**src/rtl/iserdes_chk_pkg.sv**
```systemverilog
// Shared types and constants for the ISERDES PRBS-7 receive checker.
// PRBS-7 uses the polynomial x^7+x^6+1, which taps history bits 6 and 5.
package iserdes_chk_pkg;

    typedef enum logic [1:0] {
        ACQUIRE,
        LOCKING,
        LOCKED
    } chk_state_t;

    localparam int PRBS_LEN   = 7;
    localparam int PRBS_TAP_A = 6;
    localparam int PRBS_TAP_B = 5;

    // Number of words needed to refill the whole history register.
    function automatic int acq_words(input int data_width);
        return (PRBS_LEN + data_width - 1) / data_width;
    endfunction

endpackage

```
**src/rtl/iserdes_prbs_checker_word_step.sv**
```systemverilog
// Combinational PRBS-7 step across one received word, LSB (earliest bit) first.
// History is always fed from received bits, so the checker re-synchronizes by itself.
module prbs_word_step
    import iserdes_chk_pkg::*;
#(
    parameter int DATA_WIDTH = 8
) (
    input  logic [PRBS_LEN-1:0]   hist,
    input  logic [DATA_WIDTH-1:0] word,
    output logic [PRBS_LEN-1:0]   next_hist,
    output logic                  bad
);

    logic [PRBS_LEN-1:0] walk;

    always_comb begin
        walk = hist;
        bad  = 1'b0;
        for (int i = 0; i < DATA_WIDTH; i++) begin
            if ((walk[PRBS_TAP_A] ^ walk[PRBS_TAP_B]) != word[i]) begin
                bad = 1'b1;
            end
            walk = {walk[PRBS_LEN-2:0], word[i]};
        end
        next_hist = walk;
    end

endmodule

```
**config.mk**
```make
export PLATFORM = sky130hd
export DESIGN_NAME = prbs_word_step
export DESIGN_NICKNAME = d
export VERILOG_FILES = /design/src/rtl/iserdes_chk_pkg.sv /design/src/rtl/iserdes_prbs_checker_word_step.sv
export SDC_FILE = /design/constraint.sdc
export NUM_CORES = 1
export LEC_CHECK = 0
export CAP_MARGIN = 5
export CELL_PAD_IN_SITES_DETAIL_PLACEMENT = 1
export CELL_PAD_IN_SITES_GLOBAL_PLACEMENT = 1
export CORE_AREA = 4 4 41 43
export DETAILED_ROUTE_END_ITERATION = 12
export DIE_AREA = 0 0 45 47
export PLACE_DENSITY = 0.81
export SLEW_MARGIN = 20
export SYNTH_ARGS = -nofsm -noshare
export SYNTH_HDL_FRONTEND = slang
export SYNTH_SLANG_ARGS = --single-unit
```
**constraint.sdc**
```tcl
create_clock -name vclk -period 2.3
set_clock_uncertainty 0.2 [all_clocks]
set_input_delay 0.46 -clock vclk [all_inputs]
set_output_delay 0.46 -clock vclk [all_outputs]
set_load 0.05 [all_outputs]
```
* After elaboration in Yosys (flattened, before gate mapping)
Cells that the tools add are included.
** Word-level totals
- Bits in registers :: 0
- Input bits :: 15
- Logic and storage cells :: 24
** Operators by class
- Equality and inequality tests :: 8
- Mux-type cells :: 8
- Bitwise logic cells :: 8
** Operators by type and width (count)
- $mux 1 :: 8
- $ne 1x1->1 :: 8
- $xor 1x1->1 :: 8

* Longest topological paths before layout
- Word-level depth :: 10
- Gate-level depth with buffers :: 4

* Worst setup path after synthesis
OpenSTA, ideal clock, no wires.
- Path type :: input to output
- Start :: input hist[6]
- End :: output bad
- Arrival time :: 1430 ps
- Data required time :: 1640 ps
- Setup slack :: 210 ps
- Cell stages on the path :: 4
- Buffers on the path :: 0
- Cells stage by stage :: xor2_1 or3_1 a22oi_2 o221ai_2
** Between the ends
- Word-level cells in the longest chain between the ends :: 10
** RTL lines
- from (decl) :: line iserdes_prbs_checker_word_step.sv:8 : input logic [PRBS_LEN-1:0] hist,
- $xor 1x1->1 :: line iserdes_prbs_checker_word_step.sv:20 : if ((walk[PRBS_TAP_A] ^ walk[PRBS_TAP_B]) != word[i]) begin
- $ne 1x1->1 :: line iserdes_prbs_checker_word_step.sv:20
- $mux 1 (8 in a row) :: line iserdes_prbs_checker_word_step.sv:20
- to (decl) :: line iserdes_prbs_checker_word_step.sv:11 : output logic bad
Every way passes these cells.

* Final worst setup path
- Start :: input word[1]
- End :: output bad
** Between the ends
- Word-level cells in the longest chain between the ends :: 8
- Elaborated cells between the ends (all ways) :: 10
- Classes of those cells :: eq/ne (2); mux (7); bitwise (1)
** RTL lines
- from (decl) :: line iserdes_prbs_checker_word_step.sv:9 : input logic [DATA_WIDTH-1:0] word,
- $ne 1x1->1 :: line iserdes_prbs_checker_word_step.sv:20
- $mux 1 (6 in a row) :: line iserdes_prbs_checker_word_step.sv:20
- $mux 1 * :: line iserdes_prbs_checker_word_step.sv:20
Mark *: on every way between the ends. The rest lies on a longest branch, timed or not.

==> key figures <==
Floorplanning
  – Core area: 1300 µm²
  – Starting Density: between 10% and 20%
  – Die footprint: 2120 µm²
  – Top-level port count: 23
  – Die Width: approximately 45 µm
  – Die Ht: 47 µm
  – FP Rows: 13

Synthesis
  – Yosys top cell area share: 35.7%
  – Netlist cell types: 9
  – Syn Inst Count: 25
  – Synth top area cells: xor2_1, buf_4, o221ai_2
  – Most frequent cell after synthesis: xor2_1
  – Synth Cell Area: 196 µm²
  – Synth top cells by count: xor2_1, buf_4, nand3_1, nor3_1, or3_1
  – Seq/Total Area, Yosys: 0%
  – Syn Nets: 40
  – Leading area contributor after synthesis: xor2_1
  – Mean Syn Cell Area: 7.86 µm²
  – Yosys warning count: 0

Flow run
  – # Max-Cap Violations: 0

STA
  – Final Setup Violations: 0
  – Tmin final: 2.27 ns
  – Ratio of final minimum period to clock period: a little over nine tenths
  – Pins Over Slew Limit: 0
  – Hold WS: 1.05 ns
  – Fin. Hold Viols: 0
  – Setup ws final: 0.0316 ns
  – F_max: 441 MHz
  – Slew HR: 81.9%
  – Worst Max-Slew Pin Slew: 0.271 ns

Global route
  – Global-route wire length before repair: 1280 µm
  – Vias in the first global route: 286
  – Initial antenna violation count: 0
  – Largest net degree at the start of global routing: 4
  – Remaining Overflow, GRT: 0
  – GRT Resource Usage Total: 7.87%

Placement
  – Input/output buffers: 23
  – Setup WS pre-CTS: -0.324 ns
  – Routability cong.: 0.585
  – Dpl hpwl: 684 µm
  – Placed Instances: 64

Detailed routing
  – Total number of vias: 259
  – Post-route DRC violation count: 0
  – Drt first pass iters: 1
  – Detailed-route wire length per cell: between 10 and 15 µm
  – Iteration-0 DRC Markers: 0
  – Routed Antenna Nets: 0
  – Total Wirelength: between 800 and 900 µm
  – Vias per cell: 3.87

Min path
  – Hold Path Origin: word[3]
  – Hold Crit Class: in -> out
  – WHS Endpoint: next_hist[4]
  – Hold Crit Depth: 3

Layout
  – Fillers: ~150
  – Nets@finish: 69
  – P&R area growth vs syn: 183%
  – Antenna cell count: 0
  – Register area: 0 µm²
  – Seq cells: 0
  – Final Core Density: 42.7%
  – Clk_buf instances: 0
  – Multi-input gate area: around 180 µm²
  – Fin cells: 67
  – Ratio of cells with drive above 1 in the final layout: approximately 65%

Pwr
  – Power density over cell area: 226 nW/µm²
  – Leak pwr: 0.265 nW
  – VDD IR-drop max: 0.0000728 V

Critical path
  – Worst EP arrival: 1.61 ns
  – Critical Path End Type: output pin
  – Critical Path Start Type: input pin
  – Critical Path RT: 1.64 ns
  – Maximum fanout along the worst path: 2
  – Crit Path Class: in -> out

Outcome
  – Status: finished, final reports clean

Clock network
  – Hold buffers post-CTS: 0
logic make-up (layout without fill, tap and decap cells):
group,after synthesis,after routing,share of synthesized area (%)
simple gates,8,8,23.6
xor+xnor,8,8,35.7
compound gates,2,2,14.0
buf+inv,7,34,26.8
cell type report:
cell class / instances / area share (%)
well taps: 15 / 3.38
repair buffers: 34 / 64.2
multi-input cells: 18 / 32.4
critical path: stages:
cell and delay [ns]:
clkbuf_2 0.11, xor2_2 0.18, or3_4 0.37, a22oi_2 0.20, o221ai_2 0.12, buf_6 0.17
worst max-delay path by stage:
stage / startpoint / end / cells after the start
CTS: word[7] / bad / 5
detailed placement: hist[4] / bad / 6
floorplan: hist[6] / bad / 4
global placement: hist[4] / bad / 6
finish: word[1] / bad / 6
global route: word[1] / bad / 6
per-layer routing:
metal / vias up / track usage [%] / part of all wire, %
li1: 133 / - / -
met2: 12 / 14.7 / 57
met4: 0 / 0 / 0
met3: 0 / 0.766 / 8.2
met1: 114 / 10.4 / 35
met5: - / 0 / 0
repair_timing:
| action | in CTS | in global routing |
|---|---|---|
| buffers inserted | 0 | 3 |
| setup endpoints to repair | 1 | 1 |
| gates resized for setup | 32 | 10 |
| pin swaps | 10 | 7 |
placed cells by master (no fill, tap or decap), types with 2 or more instances in the layout:
master / instances
buf_4: 11
buf_12: 7
dlygate4sd2_1: 6
xor2_1: 5
xor2_2: 3
clkbuf_2: 3
buf_6: 3
nand3_1: 2
buf_2: 2
power breakdown:
part	switching, mW	leakage [nW]	total, mW	internal, mW
clock	0	0	0	0
combinational	0.0579	0.265	0.125	0.0675
sequential	0	0	0	0
metrics by stage:
stage,power (mW),cell area (µm²),setup TNS (ns)
floorplan,0.0522,196,0
global placement,0.117,520,-0.298
detailed placement,0.119,520,-0.324
CTS,0.114,513,0
global route,0.134,556,-0.0171
finish,0.125,556,0
Power figures use the tool's default switching activity.
